### config.mk
export PLATFORM = sky130hd
export DESIGN_NAME = pdes_dispatch_ctrl
export DESIGN_NICKNAME = d
export VERILOG_FILES = /design/src/rtl/pdes_ctrl_pkg.sv /design/src/rtl/pdes_watchdog.sv /design/src/rtl/pdes_dispatch_ctrl.sv
export SDC_FILE = /design/constraint.sdc
export NUM_CORES = 1
export LEC_CHECK = 0
export CAP_MARGIN = 20
export CORE_AREA = 5 5 683 685
export CTS_CLUSTER_DIAMETER = 150
export DETAILED_ROUTE_END_ITERATION = 10
export DIE_AREA = 0 0 688 690
export GPL_TIMING_DRIVEN = 0
export SLEW_MARGIN = 10
export SYNTH_ARGS = -nofsm -noshare
export SYNTH_HDL_FRONTEND = slang
export SYNTH_SLANG_ARGS = --single-unit
### constraint.sdc
create_clock -name clk -period 2.8 [get_ports clk]
set_input_delay 0.56 -clock clk [delete_from_list [all_inputs] [get_ports clk]]
set_output_delay 0.56 -clock clk [all_outputs]
set_load 0.02 [all_outputs]
### src/rtl/pdes_ctrl_pkg.sv
// Shared encodings for the PDES dispatch/control front end: FSM states,
// caep instruction codes, CSR addresses and exception bit positions.
package pdes_ctrl_pkg;

   typedef enum logic [1:0] {
      ST_IDLE     = 2'd0,
      ST_RUNNING  = 2'd1,
      ST_FINISHED = 2'd2,
      ST_ABORT    = 2'd3
   } state_t;

   localparam logic [4:0] INST_START = 5'd0;
   localparam logic [4:0] INST_ABORT = 5'd1;

   localparam logic [15:0] CSR_STATE      = 16'h0000;
   localparam logic [15:0] CSR_GVT        = 16'h0001;
   localparam logic [15:0] CSR_WDOG       = 16'h0002;
   localparam logic [15:0] CSR_RUNS       = 16'h000F;
   localparam logic [15:0] CSR_STATS_BASE = 16'h0010;

   localparam int EXC_UNIMPL  = 0;
   localparam int EXC_BAD_IDX = 1;
   localparam int EXC_TIMEOUT = 2;

endpackage

### src/rtl/pdes_watchdog.sv
// Saturating run-time watchdog: cleared at run start, counts while enabled,
// flags when the count reaches a non-zero limit (limit 0 disables it).
module pdes_watchdog #(
   parameter int W = 32
) (
   input  logic         clk,
   input  logic         rst_n,
   input  logic         clr,
   input  logic         en,
   input  logic [W-1:0] limit,
   output logic [W-1:0] count,
   output logic         hit
);

   always_ff @(posedge clk or negedge rst_n) begin
      if (!rst_n) begin
         count <= '0;
      end else if (clr) begin
         count <= '0;
      end else if (en && (count != '1)) begin
         count <= count + W'(1);
      end
   end

   assign hit = (limit != '0) && (count == limit);

endmodule

### src/rtl/pdes_dispatch_ctrl.sv
// PDES dispatch/AEG/control front end: AEG file, caep decode, run FSM with
// watchdog, GVT/stats latching and CSR reads. Optional: PDES_CSR_STATS_EN.
//
// state    | meaning
// IDLE     | waiting for a start instruction
// RUNNING  | core released from reset (master AE), watchdog counting
// FINISHED | run completed, results latched; back to IDLE next cycle
// ABORT    | aborted by instruction or watchdog; back to IDLE next cycle
module pdes_dispatch_ctrl
   import pdes_ctrl_pkg::*;
#(
   parameter int NUM_AEG     = 16,
   parameter int AEG_IDX_W   = 4,
   parameter int RO_BASE     = 5,
   parameter int NUM_STATS   = 7,
   parameter int GVT_W       = 16,
   parameter int WDOG_W      = 32,
   parameter int WDOG_AEG    = 4,
   parameter int MASTER_AEID = 0
) (
   input  logic                   clk,
   input  logic                   rst_n,
   input  logic                   disp_inst_vld,
   input  logic [4:0]             disp_inst,
   input  logic [17:0]            disp_aeg_idx,
   input  logic                   disp_aeg_rd,
   input  logic                   disp_aeg_wr,
   input  logic [63:0]            disp_aeg_wr_data,
   output logic [17:0]            disp_aeg_cnt,
   output logic [15:0]            disp_exception,
   output logic                   disp_idle,
   output logic                   disp_stall,
   output logic                   disp_rtn_data_vld,
   output logic [63:0]            disp_rtn_data,
   input  logic                   csr_rd_vld,
   input  logic [15:0]            csr_address,
   output logic                   csr_rd_ack,
   output logic [63:0]            csr_rd_data,
   input  logic [3:0]             i_aeid,
   output logic                   core_rst_n,
   input  logic                   core_done,
   input  logic [GVT_W-1:0]       core_gvt,
   input  logic [NUM_STATS*64-1:0] stats_in,
   output logic [NUM_AEG*64-1:0]  aeg_out
);

   state_t             state_q, state_d;
   logic               r_start, r_abort;
   logic               start_dec, abort_dec, unimpl_dec, idx_bad;
   logic               is_master, run_master, done_evt, timeout_evt;
   logic               wdog_clr, wdog_en, wdog_hit;
   logic [WDOG_W-1:0]  wdog_cnt;
   logic [GVT_W-1:0]   gvt_q;
   logic [2:0]         exc_q;
   logic [63:0]        csr_mux;
   logic [63:0]        aeg_view [NUM_AEG];

   assign start_dec  = disp_inst_vld && (disp_inst == INST_START);
   assign abort_dec  = disp_inst_vld && (disp_inst == INST_ABORT);
   assign unimpl_dec = disp_inst_vld && (disp_inst > INST_ABORT);
   assign idx_bad    = disp_aeg_idx >= 18'(NUM_AEG);
   assign is_master  = i_aeid == 4'(MASTER_AEID);

   assign disp_aeg_cnt   = 18'(NUM_AEG);
   assign disp_exception = {13'b0, exc_q};

   // Unified AEG view: writable regs, then GVT, then stats, then zero padding.
   for (genvar g = 0; g < NUM_AEG; g++) begin : g_aeg
      if (g < RO_BASE) begin : g_rw
         logic [63:0] q;
         always_ff @(posedge clk or negedge rst_n) begin
            if (!rst_n) q <= '0;
            else if (disp_aeg_wr && (disp_aeg_idx == 18'(g))) q <= disp_aeg_wr_data;
         end
         assign aeg_view[g] = q;
      end else if (g == RO_BASE) begin : g_gvt
         assign aeg_view[g] = 64'(gvt_q);
      end else if (g <= RO_BASE + NUM_STATS) begin : g_stat
         logic [63:0] q;
         always_ff @(posedge clk or negedge rst_n) begin
            if (!rst_n) q <= '0;
            else if (done_evt) q <= stats_in[64*(g-RO_BASE-1) +: 64];
         end
         assign aeg_view[g] = q;
      end else begin : g_pad
         assign aeg_view[g] = '0;
      end
      assign aeg_out[64*g +: 64] = aeg_view[g];
   end

   pdes_watchdog #(.W(WDOG_W)) u_wdog (
      .clk   (clk),
      .rst_n (rst_n),
      .clr   (wdog_clr),
      .en    (wdog_en),
      .limit (aeg_view[WDOG_AEG][WDOG_W-1:0]),
      .count (wdog_cnt),
      .hit   (wdog_hit)
   );

   always_ff @(posedge clk or negedge rst_n) begin
      if (!rst_n) state_q <= ST_IDLE;
      else        state_q <= state_d;
   end

   always_comb begin
      state_d = state_q;
      case (state_q)
         ST_IDLE:     if (r_start) state_d = ST_RUNNING;
         ST_RUNNING: begin
            if (!is_master || done_evt)  state_d = ST_FINISHED;
            else if (r_abort)            state_d = ST_ABORT;
            else if (timeout_evt)        state_d = ST_ABORT;
         end
         ST_FINISHED: state_d = ST_IDLE;
         ST_ABORT:    state_d = ST_IDLE;
         default:     state_d = ST_IDLE;
      endcase
   end

   always_comb begin
      run_master  = (state_q == ST_RUNNING) && is_master;
      core_rst_n  = run_master;
      disp_idle   = (state_q == ST_IDLE) && !r_start;
      disp_stall  = (state_q != ST_IDLE) || start_dec || r_start;
      wdog_clr    = (state_q == ST_IDLE) && r_start;
      done_evt    = run_master && core_done;
      timeout_evt = run_master && !core_done && !r_abort && wdog_hit;
      wdog_en     = run_master && !core_done && !r_abort && !wdog_hit;
   end

`ifdef PDES_CSR_STATS_EN
   logic [31:0] run_cnt;
   always_ff @(posedge clk or negedge rst_n) begin
      if (!rst_n) run_cnt <= '0;
      else if ((state_q == ST_RUNNING) && (state_d == ST_FINISHED)) run_cnt <= run_cnt + 32'd1;
   end
`endif

   always_comb begin
      csr_mux = '0;
      case (csr_address)
         CSR_STATE: csr_mux = {62'b0, state_q};
         CSR_GVT:   csr_mux = 64'(gvt_q);
         CSR_WDOG:  csr_mux = 64'(wdog_cnt);
         default:   csr_mux = '0;
      endcase
`ifdef PDES_CSR_STATS_EN
      if (csr_address == CSR_RUNS) csr_mux = 64'(run_cnt);
      if ((csr_address >= CSR_STATS_BASE) && (csr_address < CSR_STATS_BASE + 16'(NUM_STATS)))
         csr_mux = aeg_view[AEG_IDX_W'(csr_address - CSR_STATS_BASE) + AEG_IDX_W'(RO_BASE + 1)];
`endif
   end

   always_ff @(posedge clk or negedge rst_n) begin
      if (!rst_n) begin
         r_start           <= 1'b0;
         r_abort           <= 1'b0;
         exc_q             <= '0;
         gvt_q             <= '0;
         disp_rtn_data_vld <= 1'b0;
         disp_rtn_data     <= '0;
         csr_rd_ack        <= 1'b0;
         csr_rd_data       <= '0;
      end else begin
         r_start                <= start_dec;
         r_abort                <= abort_dec;
         exc_q[EXC_UNIMPL]      <= unimpl_dec;
         exc_q[EXC_BAD_IDX]     <= (disp_aeg_rd || disp_aeg_wr) && idx_bad;
         exc_q[EXC_TIMEOUT]     <= timeout_evt;
         if (done_evt) gvt_q    <= core_gvt;
         disp_rtn_data_vld      <= disp_aeg_rd;
         disp_rtn_data          <= (disp_aeg_rd && !idx_bad) ? aeg_view[disp_aeg_idx[AEG_IDX_W-1:0]] : '0;
         csr_rd_ack             <= csr_rd_vld;
         csr_rd_data            <= csr_rd_vld ? csr_mux : '0;
      end
   end

endmodule

==> summary.txt <==
Setup crit end kind - register
Post-synthesis cell type count - 52
Area fraction of the dominant cell type after synthesis - 0.532
Crit-path max FO - 10
FILL cells - 50,900
Reg2reg start - u_wdog.count[27]
# DRC - 0
Slew Viols, Final - 0
FP Rows - 249
Skew final - 83.1 ps
First-pass GRT wire length - 504,000 µm
PD cells - 763 nW/µm²
Worst Setup SP - disp_aeg_idx[0]
Commonest cells in the netlist - dfrtp_1 (921), mux2_2 (830), buf_4 (303)
Total number of H-tree levels - 4
GRT Util Overall - 0.169
Setup TNS Final - -10.3 ps
Post-Route WL - 418,000 µm
Sink Count - 921
Initial antenna violation count - 280
Peak supply drop - 0.576 mV
Leak - 31.2 nW
Clock Path Buffers - 4
Layout area overhead - 68.9%
Core ar. - 459,000 µm²
Die area - 475,000 µm²
Slowest CP cell - a21oi_1
Sequential element share of the synthesized area - 0.532
Routed len/inst - 36.4 µm
Number of port buffers - 1,463
Drt pass-1 iters - 5
Post-synth EDFFs - 0
Via density - 3.29
Crit path max-delay family - buffers and inverters
Hold Fails Final Rpt - 0
Clock latency on the worst-skew pair - 870 ps
Critical Path Start Type - input port
Final min period - 2810 ps
CTS tree - built
Via count - 37,800
Max incr delay on CP - 530 ps
Cell taking the most area after synthesis - dfrtp_1
DRT iter0 DRCs - 3,366
Final net count - 5,744
Final Setup Violations - 1
Dpl hpwl - 365,000 µm
#FFs+latches synth - 921
Syn. warnings - 0
Period Utilization, post-route - 1.00
Clk slew on worst S/H paths - 60 ps
FFs w/ async S/R, synth - 1.00
Non-Filler Instances - 11,500
Buf/Inv on CP - 4
Initial Util - 0.0945
Num CTS Buffers - 140
Grt ovf - 0
Failing checks - negative setup slack
Die Y - 690 µm
Critical path arrival - 3490 ps
Total Power - 55.9 mW
Max Cap Violations - 0
Most numerous cell in the Yosys netlist - dfrtp_1
Cells after Synth - 3,210
Crit path kind - in2reg
Clock root cell - clkbuf_16
Cell mode on critical path - clkbuf_4
Hold Path Class - in2async
Die X - 688 µm
# IOs - 1,769
Pin count of the biggest net entering global routing - 150
Slew margin rel. - 0.262
Fmax - 356 MHz
Setup ws final - -10.3 ps
Gpl congestion - 0.936
Syn Std Cell Area - 43,300 µm²
Worst EP required - 3480 ps
Synth area leaders - dfrtp_1 (53%), mux2_2 (22%), mux4_2 (7.5%)
Share of cells above drive strength 1 - 0.345
Worst Max-Slew Pin Slew - 1110 ps
Ys flop type - dfrtp_1
Antenna-violating nets left - 0
Status - finished, violations left
Vias in the first global route - 36,500
CP cell instances - clkbuf_4, clkbuf_4, buf_16, clkbuf_4, mux2_2, a22oi_1, a211oi_4, a21oi_1, nor2_1
Synth Area per Inst - 13.5 µm²
Cells after DPL - 11,200
[where the power goes]
group          internal [mW]  switching, mW
Sequential              15.6           5.13
Clock                   11.2           7.81
Combinational           7.07           9.04
[cell families (layout without fill, tap and decap cells)]
kind of cell    count (synthesis)  in the layout  synth area share
simple gates                  380            380            0.0430
mux                           981            981             0.292
xor+xnor                       35             35           0.00707
fa+ha+maj                       1              1          0.000289
other cells                     2            384          0.000173
flops                         921            921             0.532
buf+inv                       572           2329            0.0773
compound gates                318            318            0.0484
[layout by cell type, fill, tap and decap left out, types with 74 or more instances in the layout]
cell             instances
nor2_1                 145
clkbuf_1               104
clkbuf_16              141
buf_4                  319
dfrtp_1                844
mux4_2                 144
a21oi_1                 81
dlygate4sd2_1          119
conb_1                 303
nand2_1                 74
mux2_2                 830
diode_2                 81
clkdlybuf4s50_1       1323
[state kept, by name, summed over array words and instances, names as in the netlist]
name and cells:
csr_rd_ack 1, csr_rd_data 32, disp_rtn_data 64, disp_rtn_data_vld 1, exc_q 3, g_aeg.g_rw.q 320
g_aeg.g_stat.q 448, gvt_q 16, r_abort 1, r_start 1, state_q 2, u_wdog.count 32
[metrics by stage]
step	area, µm²	hold WS [ps]	utilization	setup WS [ps]
3_5_place_dp	67800	506	0.148	-2830
3_3_place_gp	66800	494	0.146	-47190
4_1_cts	72900	176	0.159	-5.02
5_1_grt	73100	237	0.159	-2.25
2_1_floorplan	44500	264	-	248
6_report	73200	292	0.160	-10.3
[area by class of cell]
type | instances | area (µm²) | area share
clock inverter | 66 | 946 | 0.0129
buffer | 510 | 3380 | 0.0462
antenna | 81 | 203 | 0.00277
tap | 6149 | 7690 | 0.105
sequential | 921 | 23200 | 0.317
inverter | 59 | 221 | 0.00303
multi-input combinational | 2018 | 18300 | 0.250
clock buffer | 179 | 3820 | 0.0522
timing repair buffer | 1515 | 15500 | 0.211
[path summary, 6_finish.rpt]
path	slack [ps]	end	depth (start not counted)
min in group clk	300	g_aeg[10].g_stat.q[48]	2
hold / removal	290	g_aeg[9].g_stat.q[7]	2
setup reg to reg	90	u_wdog.count[18]	8
setup / recovery	-10	disp_rtn_data[55]	9
max in group asynchronous	530	g_aeg[11].g_stat.q[27]	4
hold reg to reg	530	g_aeg[7].g_stat.q[50]	1
[metal layers]
| metal | share of wire | vias up | global-route usage |
|---|---|---|---|
| met3 | 0.11 | 730 | 0.0811 |
| met4 | 0.038 | 176 | 0.0553 |
| met5 | 0.0028 | - | 0 |
| li1 | - | 15100 | - |
| met1 | 0.39 | 19400 | 0.196 |
| met2 | 0.46 | 2396 | 0.273 |
[what timing repair did]
action,CTS,global route
resized for setup,355,46
hold buffers,1,0
setup endpoints to repair,767,346
cloned,0,0
buffers inserted,8,0
endpoints found under the hold margin,69,0
pin swaps,3,1
Power figures use the tool's default switching activity.
